$ cat src/rtl/risc_pkg.sv
// rtl/risc_pkg.sv - shared opcode constants and fetch-stage state encoding
package risc_pkg;

    localparam logic [3:0]  OP_NOP     = 4'h0;
    localparam logic [3:0]  HLT_OPCODE = 4'hF;
    localparam logic [15:0] NOP_INSTR  = 16'h0000;
    localparam logic [15:0] RESET_PC   = 16'h0000;

    typedef enum logic [1:0] {
        RUN       = 2'd0,
        HALT_PEND = 2'd1,
        HALTED    = 2'd2
    } fetch_state_t;

    function automatic logic is_opcode(input logic [15:0] instr, input logic [3:0] op);
        return instr[15:12] == op;
    endfunction

endpackage

$ cat src/rtl/CLA_16bit.sv
// rtl/CLA_16bit.sv - 16-bit carry-lookahead adder/subtractor, 4-bit groups, no carry out
module CLA_16bit (
    input  logic [15:0] a,
    input  logic [15:0] b,
    input  logic        sub,
    output logic [15:0] sum
);

    logic [15:0] bx, g, p, c;
    logic [2:0]  gg, pg;
    logic [3:0]  cg;

    assign bx = b ^ {16{sub}};
    assign g  = a & bx;
    assign p  = a ^ bx;

    always_comb begin
        gg = '0;
        pg = '0;
        for (int k = 0; k < 3; k++) begin
            gg[k] = g[4*k+3]
                  | (p[4*k+3] & g[4*k+2])
                  | (p[4*k+3] & p[4*k+2] & g[4*k+1])
                  | (p[4*k+3] & p[4*k+2] & p[4*k+1] & g[4*k]);
            pg[k] = &p[4*k +: 4];
        end
    end

    // Second-level lookahead: carry into each 4-bit group
    assign cg[0] = sub;
    assign cg[1] = gg[0] | (pg[0] & sub);
    assign cg[2] = gg[1] | (pg[1] & gg[0]) | (pg[1] & pg[0] & sub);
    assign cg[3] = gg[2] | (pg[2] & gg[1]) | (pg[2] & pg[1] & gg[0])
                 | (pg[2] & pg[1] & pg[0] & sub);

    always_comb begin
        c = '0;
        for (int k = 0; k < 4; k++) begin
            c[4*k]   = cg[k];
            c[4*k+1] = g[4*k] | (p[4*k] & cg[k]);
            c[4*k+2] = g[4*k+1] | (p[4*k+1] & g[4*k]) | (p[4*k+1] & p[4*k] & cg[k]);
            c[4*k+3] = g[4*k+2] | (p[4*k+2] & g[4*k+1])
                     | (p[4*k+2] & p[4*k+1] & g[4*k])
                     | (p[4*k+2] & p[4*k+1] & p[4*k] & cg[k]);
        end
    end

    assign sum = p ^ c;

endmodule

$ cat src/rtl/fetch_stage.sv
// rtl/fetch_stage.sv - instruction fetch: PC, IF/ID register, branch flush and HLT drain
module fetch_stage
    import risc_pkg::*;
#(
    parameter logic [15:0] RESET_PC_P   = RESET_PC,
    parameter logic [15:0] NOP_INSTR_P  = NOP_INSTR,
    parameter logic [3:0]  HLT_OPCODE_P = HLT_OPCODE,
    parameter int          DRAIN_CYCLES = 4
) (
    input  logic        clk,
    input  logic        rst,
    input  logic        stall,
    input  logic        branch_taken,
    input  logic [15:0] branch_target,
    output logic [15:0] imem_addr,
    input  logic [15:0] imem_data,
    output logic [15:0] pc_current,
    output logic [15:0] ifid_instr,
    output logic [15:0] ifid_pc_plus2,
    output logic        ifid_valid,
    output logic        halted
);

    localparam int CW = $clog2(DRAIN_CYCLES + 1);
    localparam logic [CW-1:0] DRAIN_LAST = CW'(DRAIN_CYCLES - 1);

    fetch_state_t  state;
    logic [15:0]   pc;
    logic [15:0]   pc_plus2;
    logic [CW-1:0] drain_cnt;

    CLA_16bit u_pc_add (
        .a   (pc),
        .b   (16'h0002),
        .sub (1'b0),
        .sum (pc_plus2)
    );

    assign imem_addr  = pc;
    assign pc_current = pc;

    // ifid_pc_plus2 is left untouched on bubbles; consumers qualify it with ifid_valid
    always_ff @(posedge clk) begin
        if (rst) begin
            pc            <= RESET_PC_P;
            ifid_instr    <= NOP_INSTR_P;
            ifid_pc_plus2 <= 16'h0000;
            ifid_valid    <= 1'b0;
            state         <= RUN;
            drain_cnt     <= '0;
            halted        <= 1'b0;
        end else begin
            case (state)
                RUN: begin
                    if (branch_taken) begin
                        pc         <= branch_target;
                        ifid_instr <= NOP_INSTR_P;
                        ifid_valid <= 1'b0;
                    end else if (!stall) begin
                        ifid_instr    <= imem_data;
                        ifid_pc_plus2 <= pc_plus2;
                        ifid_valid    <= 1'b1;
                        if (is_opcode(imem_data, HLT_OPCODE_P)) begin
                            state     <= HALT_PEND;
                            drain_cnt <= '0;
                        end else begin
                            pc <= pc_plus2;
                        end
                    end
                end
                HALT_PEND: begin
                    if (branch_taken) begin
                        // A branch older than the HLT wins and cancels the halt
                        pc         <= branch_target;
                        ifid_instr <= NOP_INSTR_P;
                        ifid_valid <= 1'b0;
                        state      <= RUN;
                        drain_cnt  <= '0;
                    end else if (!stall) begin
                        ifid_instr <= NOP_INSTR_P;
                        ifid_valid <= 1'b0;
                        drain_cnt  <= drain_cnt + 1'b1;
                        if (drain_cnt == DRAIN_LAST) begin
                            state  <= HALTED;
                            halted <= 1'b1;
                        end
                    end
                end
                HALTED: begin
                end
                default: state <= RUN;
            endcase
        end
    end

endmodule

$ cat config.mk
export PLATFORM = sky130hd
export DESIGN_NAME = fetch_stage
export DESIGN_NICKNAME = d
export VERILOG_FILES = /design/src/rtl/risc_pkg.sv /design/src/rtl/CLA_16bit.sv /design/src/rtl/fetch_stage.sv
export SDC_FILE = /design/constraint.sdc
export NUM_CORES = 1
export LEC_CHECK = 0
export ABC_AREA = 1
export BUFFER_PORTS_ARGS = -buffer_cell sky130_fd_sc_hd__buf_2
export CORE_MARGIN = 2
export CORE_UTILIZATION = 46
export DETAILED_ROUTE_END_ITERATION = 8
export PLACE_DENSITY = 0.82
export SETUP_SLACK_MARGIN = 0.1
export SLEW_MARGIN = 20
export SYNTH_ARGS = -nofsm -noshare
export SYNTH_HDL_FRONTEND = slang
export SYNTH_SLANG_ARGS = --single-unit
$ cat constraint.sdc
create_clock -name clk -period 2.2 [get_ports clk]
set_clock_uncertainty 0.1 [all_clocks]
set_input_delay 0.22 -clock clk [delete_from_list [all_inputs] [get_ports clk]]
set_output_delay 0.22 -clock clk [all_outputs]
set_load 0.005 [all_outputs]
## Yosys cells after proc, flatten, opt, wreduce, memory -nomap -nowiden

Cells that the tools add are included.

| storage, ports and cells | value |
|---|---|
| flip-flop bits (word level) | 55 |
| latch bits | 0 |
| bits in writable memories | 0 |
| memory bits (read-only) | 0 |
| input port bits | 36 |
| output and inout bits | 66 |
| word-level logic and storage cells | 87 |
| memories | 0 |

| cells by class | value |
|---|---|
| $add $sub $neg | 1 |
| multipliers | 0 |
| div/mod/pow operators | 0 |
| order comparisons | 0 |
| eq/ne operators | 12 |
| shift operators | 0 |
| mux-type cells | 28 |
| bitwise operators | 29 |
| reduce and logical (&&, ||, !) cells | 10 |

Operators by type and width:

| kind | count |
|---|---|
| $mux 16 | 8 |
| $pmux 16 s2 | 2 |
| $and 1x1->1 | 24 |
| $reduce_and 4->1 | 4 |
| $xor 16x16->16 | 1 |
| $mux 3 | 5 |
| $mux 2 | 6 |
| $ne 3x3->1 const B | 4 |
| $ne 2x2->1 const B | 4 |
| $pmux 2 s3 | 1 |
| $pmux 3 s2 | 1 |
| $reduce_and 3->1 | 2 |
| $reduce_and 6->1 | 1 |
| $reduce_and 5->1 | 1 |
| $eq 4x4->1 const B | 1 |
| $mux 1 | 4 |
| $not 1->1 | 4 |
| $add 3x1->3 const B | 1 |
| $eq 3x2->1 const B | 1 |
| $eq 2x1->1 const B | 1 |
| $eq 2x2->1 const B | 1 |
| $logic_not 2->1 | 1 |
| $pmux 1 s2 | 1 |
| $reduce_bool 2->1 | 1 |

## Longest topological paths before layout

| logic depth | value |
|---|---|
| depth in word-level cells | 9 |
| depth in mapped cells | 10 |

## Hierarchy

A second synthesis with hierarchy kept.

| second synthesis, totals | value |
|---|---|
| cells, all modules | 491 |
| area total of the unflattened synthesis | 3557.2 µm² |

Modules (own cells, without submodules):

| module | instances | cells each | area each (µm²) | sequential area each (µm²) |
|---|---|---|---|---|
| fetch_stage | 1 | 351 | 2601.2 | 1101.1 |
| CLA_16bit | 1 | 140 | 955.9 | 0.0 |

## Worst setup path after synthesis

OpenSTA, ideal clock, no wires.

| path | value |
|---|---|
| path type | register to register |
| start point | register pc[1], in the netlist imem_addr[1] |
| end point | register pc[8], in the netlist imem_addr[8] |
| library setup time | 116 ps |
| arrival time | 1371 ps |
| required time | 1984 ps |
| path slack | 613 ps |
| stages on the path, launching flop included | 10 |
| path buffers | 0 |
| clock period less this slack | 1587 ps |
| path through | dfxtp_1 inv_1 nor2_4 nand2_1 inv_2 ha_1 inv_1 o21ai_0 o21ai_0 nor2_1 |

| on the way | value |
|---|---|
| cells in the longest elaborated chain, start to end | 7 |

RTL lines:

| element | line | text |
|---|---|---|
| start, declared | fetch_stage.sv:28 | `logic [15:0] pc;` |
| start signal, assigned | fetch_stage.sv:56 | `pc <= branch_target;` |
| start signal, assigned | fetch_stage.sv:67 | `pc <= pc_plus2;` |
| start signal, assigned | fetch_stage.sv:74 | `pc <= branch_target;` |
| $and 1x1->1 | CLA_16bit.sv:23 | `\| (p[4*k+3] & p[4*k+2] & g[4*k+1])` |
| $and 1x1->1 | CLA_16bit.sv:32 | `assign cg[2] = gg[1] \| (pg[1] & gg[0]) \| (pg[1] & pg[0] & sub);` |
| $xor 16x16->16 | CLA_16bit.sv:48 | `assign sum = p ^ c;` |
| named net pc_plus2[8] | fetch_stage.sv:29 | `logic [15:0] pc_plus2;` |
| $mux 16 | fetch_stage.sv:63 | `if (is_opcode(imem_data, HLT_OPCODE_P)) begin` |
| $mux 16 | fetch_stage.sv:59 | `end else if (!stall) begin` |
| $mux 16 | fetch_stage.sv:55 | `if (branch_taken) begin` |
| $pmux 16 s2 | fetch_stage.sv:53 | `case (state)` |

The timed path passes the listed nets, and every way through them passes these cells. The select of a mux whose other input is x is not followed.
A chain may end at the register's enable or synchronous reset.

## Worst setup path after layout

| path | value |
|---|---|
| start point | register pc[3], in the netlist imem_addr[3] |
| end point | register pc[9], in the netlist imem_addr[9] |

| on the way | value |
|---|---|
| cells in the longest elaborated chain, start to end | 9 |

RTL lines:

| element | line | text |
|---|---|---|
| $and 1x1->1 (2 in series) | CLA_16bit.sv:23 |  |
| $and 1x1->1 | CLA_16bit.sv:32 |  |
| $and 1x1->1 | CLA_16bit.sv:40 | `c[4*k+1] = g[4*k] \| (p[4*k] & cg[k]);` |
| $xor 16x16->16 | CLA_16bit.sv:48 |  |
| $mux 16 | fetch_stage.sv:63 |  |
| $mux 16 | fetch_stage.sv:59 |  |
| $mux 16 | fetch_stage.sv:55 |  |
| $pmux 16 s2 | fetch_stage.sv:53 |  |

Every way passes these cells. The select of a mux whose other input is x is not followed.

==> summary by stage <==
Run status
The run finished with clean final reports.

CTS
The clock tree synthesis step divided the H-tree into 2 levels. The number of hold-repair buffers added at the cts stage is 0. CTS saw 55 sinks. Once the clock tree was built, the setup fixing pass inserted 0 buffers. The total of cells resized after clock tree synthesis is 0. Clock-pin slew was measured on the worst setup and hold paths at ~0.11 ns. The clock root buffer is sky130_fd_sc_hd__clkbuf_8. At the later pin of the worst-skew pair, clock insertion delay measures approximately 0.32 ns. The number of buffers on the longest clock path is 2.

TritonCTS built the clock tree. The clock buffer count from CTS is 5.

Power and ir drop
The cell-internal power is 1450 uW. Power spread over the standard cell area amounts to about 650 mW/mm^2. The worst-case IR drop observed on VDD is between 300 and 400 uV.

The power spent charging and discharging nets is between 600 and 700 uW. The leakage power is 0.00162 uW. Registers are responsible for between 50% and 60% of the overall power. The share of power burned in combinational logic is between 10% and 20%. The switching power share of the total is 29.9%. Per report_power, the clock group accounts for slightly below 30% of the total.

Detailed routing
The first detailed-routing pass took 4 iterations. The via density per instance is 4.95. For this block, the initial DRC count from the detailed router was roughly 110. The count of antenna-violating nets left after detailed routing is 0. The residual DRC count is 0.

The wire length per cell is about 12 um. The via count of the routed design is 2,573. The wire length after detailed routing is between 6000 and 7000 um.

Critical path
The worst register-to-register path has a depth of 10. The worst flop-to-flop path endpoint is imem_addr[9]. STA classifies the critical path endpoint as a flip-flop. The data required time of the critical path is ~2.4 ns. Data on the critical path arrives at its endpoint at approximately 2.0 ns. Setup slack on the worst reg-to-reg path comes out at between 0.3 and 0.4 ns. The startpoint kind of the worst setup timing path is a flip-flop.

The start-to-end type of the worst setup path is flip-flop to flip-flop. Along the worst path, the maximum fanout reaches 6. The launching point of the worst reg2reg path is imem_addr[3].

GRT
For met1 alone, demand over resource in global routing was 25.7%. The number of global-route vias before repair is 2,267. Global routing used 20.1% of the available tracks. The number of antenna violations at the first check in global routing came to 0. The first global-routing pass estimated 10,300 um of wire. The met3 demand-to-capacity share in global routing is between 3 and 4%. Global routing used between 30% and 40% of the available met2 tracks.

Entering global routing, the biggest net connects 28 pins. The most crowded layer after global routing is met2. The total overflow left after global routing is 0.

Floorplan
~100 I/O pins were placed. The starting utilization of the core area is between 40% and 50%. The row count is 27. The floorplan step set the die height to 80.5 um.

The horizontal extent of the die is 80.5 um. In this run the standard cell core region covers between 0.005 and 0.006 mm^2. The floorplan step defined a die boundary enclosing between 0.006 and 0.007 mm^2.

STA
The worst slew slack as a fraction of its limit is 73.6%. The post-route setup TNS is 0 ns. At the pin with the least slew margin, the transition time is between 0.3 and 0.4 ns. Setup repair after global routing left no endpoint under its margin.

The smallest clock period supported by the final layout is computed as between 1.5 and 2 ns. The final setup violation count is 0. The highest clock frequency the design can meet is about 0.54 GHz. The worst path uses roughly 84% of the clock period. The number of hold violations in the final report is 0. The number of pins exceeding their max-slew limit in the final report was 0.

Synthesis
The most used flip-flop cell after synthesis is sky130_fd_sc_hd__dfxtp_1. The synthesized design devotes to its leading area cell type around two fifths of total area. The number of cells produced by synthesis is 367. The number of library cell types mapped by synthesis is 27. Sorting the synthesized cells by area gives the leading types as sky130_fd_sc_hd__dfxtp_1 41%, sky130_fd_sc_hd__nand2_1 12%, sky130_fd_sc_hd__a21oi_1 8.6%. For this run, asynchronously set or reset flops after synthesis account for 0%. The number of synthesized register bits is 55. sky130_fd_sc_hd__dfxtp_1 takes more of the synthesized area than any other cell. After synthesis, the mean cell area works out to about 7.3 um^2. The number of warnings reported in the yosys synthesis log is 0. The total nets after synthesis is around 410. The sequential share of the synthesized area is 40.9%. The total standard cell area after synthesis is around 0.0027 mm^2. The count of flip-flops with a built-in enable after synthesis is 0.

Placed design
The wire-length estimate of the detail-placed layout is ~4900 um. The weighted congestion reported at the end of routability-driven placement is 0.855. The total placed cells including tap cells is 512. The count of buffers added on input and output ports is about 100.

Cells and area
The post-route netlist has 29.5% of its cells at a drive strength greater than 1. Measured on the finished design, the core utilization comes to 57.1%. At the end of the flow, the number of nets in the layout was between 400 and 500. Leaving out filler cells and counting taps, the final layout contains 520. In the layout the commonest cells are 101 x sky130_fd_sc_hd__buf_2, 87 x sky130_fd_sc_hd__nand2_1, 55 x sky130_fd_sc_hd__dfxtp_1, 46 x sky130_fd_sc_hd__a21oi_1, 42 x sky130_fd_sc_hd__nor2_1. From synthesis to final layout, the design area changed by 18.4%. The library cell used most frequently in the layout, excluding fill and tap cells, is sky130_fd_sc_hd__buf_2. The number of antenna diodes in the final layout is 0.

Min path
The worst hold path belongs to the class input pin to flip-flop. The path with the worst hold slack has its endpoint at ifid_instr[8]. The cell depth of the worst min-delay path is 3. The critical hold path startpoint is imem_data[8].

Run
The number of violations of the max-capacitance limit is 0.
-- cells by family (layout without fill, tap and decap cells) --
kind of cell | Yosys count | count (layout) | synth area share (%)
and+or+nand+nor | 155 | 155 | 24.9
AOI/OAI and AO/OA | 83 | 83 | 16.7
DFF | 55 | 55 | 40.9
buffers and inverters | 65 | 146 | 13.8
adders and majority gates | 5 | 5 | 2.33
xor gates and xnor gates | 4 | 4 | 1.30
-- power by group through the flow --
stage                     clock [uW]  sequential, uW  combinational, uW
after floorplan                    0            1140                241
after global placement             0            1140                351
after detailed placement           0            1140                361
after CTS                        609            1110                362
after global routing             645            1120                405
final                            598            1110                359
-- registers in the layout (all words and copies together) (netlist names) --
name and cells:
ifid_valid 1, imem_addr 16, halted 1, ifid_instr 16
drain_cnt 3, state 2, ifid_pc_plus2 16
-- how the worst max path moves through the flow --
stage	start	end	depth (start not counted)
floorplan	imem_addr[1]	imem_addr[8]	9
global placement	imem_addr[1]	imem_addr[9]	10
detailed placement	imem_addr[1]	imem_addr[9]	10
CTS	imem_addr[5]	imem_addr[9]	10
global route	imem_addr[5]	imem_addr[9]	10
finish	imem_addr[3]	imem_addr[9]	10
-- cells in the mapped netlist, types with 2 or more instances --
library cell / count
sky130_fd_sc_hd__nand2_1: 87
sky130_fd_sc_hd__dfxtp_1: 55
sky130_fd_sc_hd__a21oi_1: 46
sky130_fd_sc_hd__nor2_1: 42
sky130_fd_sc_hd__inv_1: 27
sky130_fd_sc_hd__buf_4: 20
sky130_fd_sc_hd__o21ai_1: 19
sky130_fd_sc_hd__o21ai_0: 13
sky130_fd_sc_hd__nand3_1: 12
sky130_fd_sc_hd__buf_6: 6
sky130_fd_sc_hd__clkbuf_1: 6
sky130_fd_sc_hd__ha_1: 5
sky130_fd_sc_hd__nand4_1: 5
sky130_fd_sc_hd__inv_2: 4
sky130_fd_sc_hd__nand2_4: 4
sky130_fd_sc_hd__xor2_1: 3
sky130_fd_sc_hd__nor2_2: 2
sky130_fd_sc_hd__o211ai_2: 2
-- area by class of cell --
cell class | instances | area, um^2
well taps | 72 | 90.1
fillers | 550 | 2390
repair buffers | 105 | 548
clock buffers | 5 | 68.8
inverters | 33 | 131
flip-flops and latches | 55 | 1100
clock inverters | 3 | 28.8
multi-input cells | 247 | 1220
-- per-stage QoR --
step	setup WS (ns)	power (uW)	cell area, um^2	hold WS [ns]
2_1_floorplan	0.613	1380	2690	0.263
3_3_place_gp	0.401	1490	3090	0.339
3_5_place_dp	0.392	1500	3090	0.351
4_1_cts	0.364	2080	3180	0.0284
5_1_grt	0.169	2170	3180	0.0386
6_report	0.359	2070	3180	0.0339
-- critical path, cell delays in order, from the launching register on --
cell and delay [ns]:
sky130_fd_sc_hd__dfxtp_1 0.45, sky130_fd_sc_hd__nand2_1 0.12, sky130_fd_sc_hd__nor2_4 0.16, sky130_fd_sc_hd__nand2_1 0.16, sky130_fd_sc_hd__inv_2 0.10, sky130_fd_sc_hd__ha_1 0.16, sky130_fd_sc_hd__xor2_1 0.25, sky130_fd_sc_hd__nand2_1 0.08
sky130_fd_sc_hd__nand2_1 0.06, sky130_fd_sc_hd__o21ai_0 0.06, sky130_fd_sc_hd__nor2_1 0.08
-- routing by layer --
| layer | routed length, um | vias up | part of all wire, % |
|---|---|---|---|
| li1 | - | 1326 | - |
| met4 | 101 | 0 | 1.6 |
| met2 | 3180 | 85 | 49 |
| met1 | 2820 | 1154 | 44 |
| met3 | 359 | 8 | 5.6 |
| met5 | 0 | - | 0 |
Power figures use the tool's default switching activity.
